**src/rtl/tp_pkg.sv**
```systemverilog
// tp_pkg: shared types and helpers for the test-port controller.
//   tp_state_t : controller FSM states
//   tp_entry_t : output FIFO entry {idx, data}
//   tp_swap32  : little-endian bus word to readable byte order
//   IDX_W      : width of the capture index
package tp_pkg;

   localparam int unsigned IDX_W = 5;

   typedef enum logic [1:0] {
      StIdle,
      StCapture,
      StDrain,
      StDone
   } tp_state_t;

   typedef struct packed {
      logic [IDX_W-1:0] idx;
      logic [31:0]      data;
   } tp_entry_t;

   function automatic logic [31:0] tp_swap32(input logic [31:0] w);
      return {w[7:0], w[15:8], w[23:16], w[31:24]};
   endfunction

endpackage

```
**src/rtl/testport_ctrl_if.sv**
```systemverilog
// testport_ctrl_if: CPU data-bus snoop, output stream and status of the test port.
//   bus_addr/bus_wdata/bus_wen : CPU write bus (observed only)
//   out_valid/out_data/out_idx/out_ready : captured-word stream to the checker
//   busy/done/overflow/timed_out/word_count/cycles : session status
// Modports: master = controller side, slave = checker/bus side.
interface testport_ctrl_if;
   import tp_pkg::*;

   logic [29:0]      bus_addr;
   logic [31:0]      bus_wdata;
   logic             bus_wen;
   logic             out_valid;
   logic [31:0]      out_data;
   logic [IDX_W-1:0] out_idx;
   logic             out_ready;
   logic             busy;
   logic             done;
   logic             overflow;
   logic             timed_out;
   logic [IDX_W-1:0] word_count;
   logic [15:0]      cycles;

   modport master (
      input  bus_addr, bus_wdata, bus_wen, out_ready,
      output out_valid, out_data, out_idx, busy, done, overflow, timed_out, word_count, cycles
   );

   modport slave (
      output bus_addr, bus_wdata, bus_wen, out_ready,
      input  out_valid, out_data, out_idx, busy, done, overflow, timed_out, word_count, cycles
   );

endinterface

```
**src/rtl/tp_fifo.sv**
```systemverilog
// tp_fifo: synchronous FIFO of tp_entry_t.
//   clk, rst (async, active-low) : clock and reset; reset clears storage
//   push_i/wdata_i : write request; taken when not full, or when full with a pop
//   pop_i          : read request; ignored when empty
//   rdata_o        : head entry
//   full_o/empty_o : occupancy flags
module tp_fifo
   import tp_pkg::*;
#(
   parameter int unsigned Depth = 4
) (
   input  logic      clk,
   input  logic      rst,
   input  logic      push_i,
   input  tp_entry_t wdata_i,
   input  logic      pop_i,
   output tp_entry_t rdata_o,
   output logic      full_o,
   output logic      empty_o
);

   localparam int unsigned AddrW = (Depth > 1) ? $clog2(Depth) : 1;

   tp_entry_t        mem_q [Depth];
   logic [AddrW-1:0] wr_ptr_q;
   logic [AddrW-1:0] rd_ptr_q;
   logic [AddrW:0]   count_q;
   logic             push_ok;
   logic             pop_ok;

   assign full_o  = (count_q == (AddrW + 1)'(Depth));
   assign empty_o = (count_q == '0);
   assign pop_ok  = pop_i && !empty_o;
   // A full FIFO still takes a push when the head leaves in the same cycle.
   assign push_ok = push_i && (!full_o || pop_ok);
   assign rdata_o = mem_q[rd_ptr_q];

   // Depth is a power of two, so the pointers wrap naturally.
   always_ff @(posedge clk or negedge rst) begin
      if (!rst) begin
         for (int unsigned i = 0; i < Depth; i++) begin
            mem_q[i] <= '0;
         end
         wr_ptr_q <= '0;
         rd_ptr_q <= '0;
         count_q  <= '0;
      end else begin
         if (push_ok) begin
            mem_q[wr_ptr_q] <= wdata_i;
            wr_ptr_q        <= wr_ptr_q + AddrW'(1);
         end
         if (pop_ok) begin
            rd_ptr_q <= rd_ptr_q + AddrW'(1);
         end
         case ({push_ok, pop_ok})
            2'b10:   count_q <= count_q + (AddrW + 1)'(1);
            2'b01:   count_q <= count_q - (AddrW + 1)'(1);
            default: count_q <= count_q;
         endcase
      end
   end

endmodule

```
**src/rtl/testport_ctrl.sv**
```systemverilog
// testport_ctrl: capture controller for the memory-mapped test port.
// Snoops CPU writes to PORT_ADDR, byte-swaps them, frames a session between
// BEGIN_SYM and END_SYM and streams captured words with their index.
//   clk, rst (async, active-low)
//   tp_io (testport_ctrl_if.master): bus snoop inputs, output stream, status
// Build option: define TESTPORT_WEN_EDGE_FILTER_EN to accept only the first
// cycle of a write held across D-cache stalls; otherwise every cycle with
// bus_wen high at PORT_ADDR is a separate write (cache-less cores).
module testport_ctrl
   import tp_pkg::*;
#(
   parameter logic [29:0] PORT_ADDR  = 30'h10,
   parameter logic [31:0] BEGIN_SYM  = 32'h00000168,
   parameter logic [31:0] END_SYM    = 32'hFFFFFD5D,
   parameter int unsigned MAX_WORDS  = 31,
   parameter int unsigned FIFO_DEPTH = 4,
   parameter logic [15:0] TIMEOUT    = 16'hFFFF
) (
   input logic             clk,
   input logic             rst,
   testport_ctrl_if.master tp_io
);

   localparam logic [IDX_W:0] MaxWords = (IDX_W + 1)'(MAX_WORDS);

   tp_state_t        state_q;
   logic [IDX_W-1:0] word_count_q;
   logic [15:0]      cycles_q;
   logic             overflow_q;
   logic             timed_out_q;
   logic             busy_q;
   logic             done_q;

   logic             hit;
   logic             accept;
   logic [31:0]      swapped;
   logic             push;
   logic             pop;
   logic             fifo_full;
   logic             fifo_empty;
   logic             end_hit;
   logic             max_hit;
   logic             tmo_hit;
   tp_entry_t        fifo_wdata;
   tp_entry_t        fifo_rdata;

   assign hit     = tp_io.bus_wen && (tp_io.bus_addr == PORT_ADDR);
   assign swapped = tp_swap32(tp_io.bus_wdata);

`ifdef TESTPORT_WEN_EDGE_FILTER_EN
   logic wen_q;

   always_ff @(posedge clk or negedge rst) begin
      if (!rst) begin
         wen_q <= 1'b0;
      end else begin
         wen_q <= tp_io.bus_wen;
      end
   end

   // Only the rising edge of bus_wen counts; stall repeats are dropped.
   assign accept = hit && !wen_q;
`else
   assign accept = hit;
`endif

   assign push    = (state_q == StCapture) && accept;
   assign pop     = tp_io.out_valid && tp_io.out_ready;
   assign end_hit = push && (swapped == END_SYM);
   assign max_hit = push && (({1'b0, word_count_q} + (IDX_W + 1)'(1)) == MaxWords);
   assign tmo_hit = (cycles_q == (TIMEOUT - 16'd1));

   assign fifo_wdata.idx  = word_count_q;
   assign fifo_wdata.data = swapped;

   tp_fifo #(
      .Depth (FIFO_DEPTH)
   ) u_fifo (
      .clk     (clk),
      .rst     (rst),
      .push_i  (push),
      .wdata_i (fifo_wdata),
      .pop_i   (pop),
      .rdata_o (fifo_rdata),
      .full_o  (fifo_full),
      .empty_o (fifo_empty)
   );

   always_ff @(posedge clk or negedge rst) begin
      if (!rst) begin
         state_q      <= StIdle;
         word_count_q <= '0;
         cycles_q     <= '0;
         overflow_q   <= 1'b0;
         timed_out_q  <= 1'b0;
         busy_q       <= 1'b0;
         done_q       <= 1'b0;
      end else begin
         unique case (state_q)
            StIdle: begin
               if (accept && (swapped == BEGIN_SYM)) begin
                  state_q      <= StCapture;
                  word_count_q <= '0;
                  cycles_q     <= '0;
                  busy_q       <= 1'b1;
               end
            end
            StCapture: begin
               if (cycles_q != 16'hFFFF) begin
                  cycles_q <= cycles_q + 16'd1;
               end
               if (push) begin
                  word_count_q <= word_count_q + IDX_W'(1);
                  // Dropped words still consume an index so the checker sees a gap.
                  if (fifo_full && !pop) begin
                     overflow_q <= 1'b1;
                  end
               end
               if (end_hit) begin
                  state_q <= StDrain;
               end else begin
                  if (max_hit) begin
                     state_q <= StDrain;
                  end
                  if (tmo_hit) begin
                     timed_out_q <= 1'b1;
                     state_q     <= StDrain;
                  end
               end
            end
            StDrain: begin
               if (fifo_empty) begin
                  state_q <= StDone;
                  busy_q  <= 1'b0;
                  done_q  <= 1'b1;
               end
            end
            StDone: begin
               state_q <= StDone;
            end
            default: begin
               state_q <= StIdle;
            end
         endcase
      end
   end

   assign tp_io.out_valid  = !fifo_empty;
   assign tp_io.out_data   = fifo_rdata.data;
   assign tp_io.out_idx    = fifo_rdata.idx;
   assign tp_io.busy       = busy_q;
   assign tp_io.done       = done_q;
   assign tp_io.overflow   = overflow_q;
   assign tp_io.timed_out  = timed_out_q;
   assign tp_io.word_count = word_count_q;
   assign tp_io.cycles     = cycles_q;

endmodule

```
**src/flat_wrapper.sv**
```systemverilog
// flat-port wrapper written by rule: the top's interface ports become plain ports
module testport_ctrl_flat import tp_pkg::*;
#(
   parameter logic [29:0] PORT_ADDR  = 30'h10,
   parameter logic [31:0] BEGIN_SYM  = 32'h00000168,
   parameter logic [31:0] END_SYM    = 32'hFFFFFD5D,
   parameter int unsigned MAX_WORDS  = 31,
   parameter int unsigned FIFO_DEPTH = 4,
   parameter logic [15:0] TIMEOUT    = 16'hFFFF
)
  (clk, rst, tp_io_bus_addr, tp_io_bus_wdata, tp_io_bus_wen, tp_io_out_ready, tp_io_out_valid, tp_io_out_data, tp_io_out_idx, tp_io_busy, tp_io_done, tp_io_overflow, tp_io_timed_out, tp_io_word_count, tp_io_cycles);
  testport_ctrl_if tp_io_i ();
  input logic clk;
  input logic rst;
  input wire logic [$bits(tp_io_i.bus_addr)-1:0] tp_io_bus_addr;
  input wire logic [$bits(tp_io_i.bus_wdata)-1:0] tp_io_bus_wdata;
  input wire logic [$bits(tp_io_i.bus_wen)-1:0] tp_io_bus_wen;
  input wire logic [$bits(tp_io_i.out_ready)-1:0] tp_io_out_ready;
  output wire logic [$bits(tp_io_i.out_valid)-1:0] tp_io_out_valid;
  output wire logic [$bits(tp_io_i.out_data)-1:0] tp_io_out_data;
  output wire logic [$bits(tp_io_i.out_idx)-1:0] tp_io_out_idx;
  output wire logic [$bits(tp_io_i.busy)-1:0] tp_io_busy;
  output wire logic [$bits(tp_io_i.done)-1:0] tp_io_done;
  output wire logic [$bits(tp_io_i.overflow)-1:0] tp_io_overflow;
  output wire logic [$bits(tp_io_i.timed_out)-1:0] tp_io_timed_out;
  output wire logic [$bits(tp_io_i.word_count)-1:0] tp_io_word_count;
  output wire logic [$bits(tp_io_i.cycles)-1:0] tp_io_cycles;
  assign tp_io_i.bus_addr = tp_io_bus_addr;
  assign tp_io_i.bus_wdata = tp_io_bus_wdata;
  assign tp_io_i.bus_wen = tp_io_bus_wen;
  assign tp_io_i.out_ready = tp_io_out_ready;
  assign tp_io_out_valid = tp_io_i.out_valid;
  assign tp_io_out_data = tp_io_i.out_data;
  assign tp_io_out_idx = tp_io_i.out_idx;
  assign tp_io_busy = tp_io_i.busy;
  assign tp_io_done = tp_io_i.done;
  assign tp_io_overflow = tp_io_i.overflow;
  assign tp_io_timed_out = tp_io_i.timed_out;
  assign tp_io_word_count = tp_io_i.word_count;
  assign tp_io_cycles = tp_io_i.cycles;
  testport_ctrl #(.PORT_ADDR(PORT_ADDR), .BEGIN_SYM(BEGIN_SYM), .END_SYM(END_SYM), .MAX_WORDS(MAX_WORDS), .FIFO_DEPTH(FIFO_DEPTH), .TIMEOUT(TIMEOUT)) u_core (.clk(clk), .rst(rst), .tp_io(tp_io_i));
endmodule
```
**config.mk**
```make
export PLATFORM = sky130hd
export DESIGN_NAME = testport_ctrl_flat
export DESIGN_NICKNAME = d
export VERILOG_FILES = /design/src/rtl/tp_pkg.sv /design/src/rtl/testport_ctrl_if.sv /design/src/rtl/tp_fifo.sv /design/src/rtl/testport_ctrl.sv /design/src/flat_wrapper.sv
export SDC_FILE = /design/constraint.sdc
export NUM_CORES = 1
export LEC_CHECK = 0
export ABC_AREA = 0
export CAP_MARGIN = 20
export CORE_UTILIZATION = 53
export DETAILED_ROUTE_END_ITERATION = 10
export GPL_TIMING_DRIVEN = 0
export PLACE_DENSITY_LB_ADDON = 0.25
export REMOVE_ABC_BUFFERS = 1
export SYNTH_ARGS = -nofsm -noshare
export SYNTH_HDL_FRONTEND = slang
export SYNTH_SLANG_ARGS = --single-unit
```
**constraint.sdc**
```tcl
create_clock -name clk -period 2.83 [get_ports clk]
set_input_delay 0.566 -clock clk [delete_from_list [all_inputs] [get_ports clk]]
set_output_delay 0.566 -clock clk [all_outputs]
set_load 0.05 [all_outputs]
```
==> impl_metrics.json <==
{
  "outcome": "finished clean",
  "clkTransAtPathRegs_ns": 0.07,
  "synth.cell_area_um2": 8730,
  "synth_seq_area_share_pct": 52.1,
  "arrival_ns": 3.17,
  "syn_inst": 583,
  "cts_made_buffers": 17,
  "hpwl_um": 12400,
  "detail-route-antenna-nets": 0,
  "period_share_pct": 99.1,
  "crit_start": "tp_io_bus_addr[9]",
  "area_growth_pct": 25.3,
  "drtPass1Iterations": 4,
  "ir_worst_vdd_mv": 0.494,
  "start_util_pct": 54.6,
  "hold_viol": 0,
  "worstPathRequired_ns": 3.20,
  "multi_input_area_um2": 4010,
  "diodes": 0,
  "powerDensity_nw_per_um2": 561,
  "critPathLaunchType": "input port",
  "dieWidth_um": 130,
  "path_common_cell": "buf_6",
  "grt_use_total_pct": 24.9,
  "synth-edff-count": 0,
  "htree_num_levels": 4,
  "routed_wl_um": 19900,
  "crit_path_end_kind": "flip-flop",
  "grt_overflow_total": 0,
  "utilization_pct": 68.4,
  "worstMarginPinSlew_ns": 0.678,
  "ys.flop_type": "dfrtp_1",
  "drive_gt1_share_pct": 34.4,
  "design.die.area_um2": 17000,
  "cts.sinks": 182,
  "slew_headroom_pct": 54.4,
  "finalCriticalPeriod_ns": 2.80,
  "synth_area_per_cell_um2": 15.0,
  "path_class": "in -> reg",
  "final_nets": 789,
  "slew_violations": 0,
  "wl_per_cell_um": 21.1,
  "clock_latency_ns": 0.43,
  "power_leakage_nw": 5.39,
  "pin_count": 129,
  "ys_ff_latch": 182,
  "drtIter0Drc": 368,
  "synthArstFlopShare_pct": 100,
  "r2r_start": "u_core.u_fifo.count_q[1]",
  "finalSetupViolCount": 0,
  "holdWs_ns": 0.0770,
  "rsz0062_at_grt": "true",
  "grt_max_degree": 120,
  "crit_chain": "clkdlybuf4s50_1, nor4b_2, nand4_1, nor3_4, buf_6, buf_6, nor2_1, fa_2, o21ai_0, a31oi_1, o221a_2",
  "vias": 5502,
  "max_freq_ghz": 0.357,
  "die_h_um": 130,
  "seqCellArea_um2": 4560,
  "placed_area_um2": 10200,
  "gp_congestion": 0.774,
  "synth_cell_types": 52,
  "path_max_fanout": 13,
  "cts-root-buf": "clkbuf_16",
  "slowest_delay_ns": 0.53,
  "portBuffers": 128,
  "antenna_found_initial": 0,
  "cpLargestDelayFamily": "simple AND/OR/NAND/NOR gates",
  "rows": 46,
  "hold_buffers": 0,
  "fill_cells": 1135,
  "hold_path_class": "in -> async",
  "critical_path_buf_inv_count": 3,
  "critPathSlowestCell": "fa_2",
  "finalWorstSetupSlack_ns": 0.0268,
  "post-route-cell-area_um2": 10900,
  "clk_path_buf_depth": 2,
  "tritoncts": "built",
  "grt_pass1_wl_um": 31500,
  "core_um2": 16000,
  "drcViolationCount": 0,
  "pre_cts_ws_ns": -1.31,
  "ys_warn_count": 0,
  "fin_tns_setup_ns": 0,
  "maxCapViolCount": 0,
  "via_per_inst": 5.83,
  "clock_skew_ns": 0.00938,
  "grt_pass1_vias": 5896
}
## area by class of cell
| class | count | share of cell area (%) |
|---|---|---|
| Clock inverter | 8 | 1.09 |
| Sequential cell | 182 | 41.7 |
| Timing Repair Buffer | 142 | 13.4 |
| Tap cell | 216 | 2.47 |
| Inverter | 5 | 0.171 |
| Multi-Input combinational cell | 366 | 36.6 |
| Clock buffer | 24 | 4.58 |
## flip-flops by register name (all words and copies together), names as in the netlist
register / flops
u_core.tp_io.overflow: 1
u_core.u_fifo.rd_ptr_q: 2
u_core.u_fifo.count_q: 3
u_core.tp_io.cycles: 16
u_core.u_fifo.mem_q: 148
u_core.tp_io.word_count: 5
u_core.tp_io.done: 1
u_core.tp_io.busy: 1
u_core.u_fifo.wr_ptr_q: 2
u_core.tp_io.timed_out: 1
u_core.state_q: 2
## logic make-up (layout without fill, tap and decap cells)
logic type	Yosys count	count (layout)	synth area share, %
AOI/OAI and AO/OA	29	29	2.31
xor gates and xnor gates	21	21	2.11
adders and majority gates	9	9	1.38
buffers and inverters	36	179	2.68
DFF	182	182	52.1
muxes	183	183	31.4
and+or+nand+nor	123	124	7.95
## routing by layer
layer	routed length, um	vias up	track usage [%]
met5	0	-	0
met2	10100	177	42.4
met3	1120	32	5.29
li1	-	2431	-
met4	374	0	8.59
met1	8330	2862	31.7
## worst paths after layout
path / cells after the start / slack (ns) / endpoint
max: 11 / 0.03 / u_core.u_fifo.count_q[1]
min: 1 / 0.08 / u_core.u_fifo.mem_q[140]
max reg2reg: 5 / 0.29 / u_core.u_fifo.mem_q[45]
min reg2reg: 1 / 0.48 / u_core.tp_io.done
max in group asynchronous: 2 / 1.76 / u_core.u_fifo.rd_ptr_q[1]
min in group clk: 1 / 0.48 / u_core.tp_io.done
## Yosys cell counts, types with 8 or more instances
library cell / instances / area (um^2)
buf_6: 12 / 135
dfrtp_1: 182 / 4550
ha_1: 8 / 100
mux2_2: 73 / 822
mux2_4: 72 / 1080
mux4_2: 37 / 833
nand2_1: 18 / 67.6
nand3_1: 14 / 70.1
nand4_1: 12 / 75.1
nor2_1: 29 / 109
nor4_1: 12 / 75.1
o21ai_0: 10 / 50.1
xnor2_1: 10 / 87.6
xor2_1: 11 / 96.3
## power breakdown
| group | leakage (nW) | internal, mW | switching, mW | total, mW |
|---|---|---|---|---|
| Sequential | 2.44 | 2.64 | 0.0956 | 2.74 |
| Clock | 0.310 | 1.50 | 0.965 | 2.47 |
| Combinational | 2.64 | 0.446 | 0.493 | 0.939 |
## stage by stage
stage	instances	power, mW
2_1_floorplan	552	3.25
3_3_place_gp	896	3.61
3_5_place_dp	902	3.63
4_1_cts	941	6.19
5_1_grt	943	6.37
6_report	943	6.15
## repair_timing
action                                  in CTS  in global routing
pin swaps                                    1                  5
endpoints found under the setup margin     188                 65
gates cloned                                 0                  1
buffers inserted                             7                  1
gates resized for setup                     42                 21
## layout by cell type (no fill, tap or decap), drive strengths merged, types with 3 or more instances in the layout
master / count
and3: 6
buf: 15
bufinv: 3
clkbuf: 29
clkdlybuf4s50: 86
clkinv: 5
dfrtp: 182
dlygate4sd2: 32
dlymetal6s2s: 4
ha: 8
inv: 5
mux2: 145
mux4: 37
nand2: 18
nand3: 19
nand3b: 5
nand4: 12
nor2: 29
nor3: 6
nor4: 12
nor4b: 3
o21ai: 11
xnor2: 10
xor2: 11
Power figures use the tool's default switching activity.
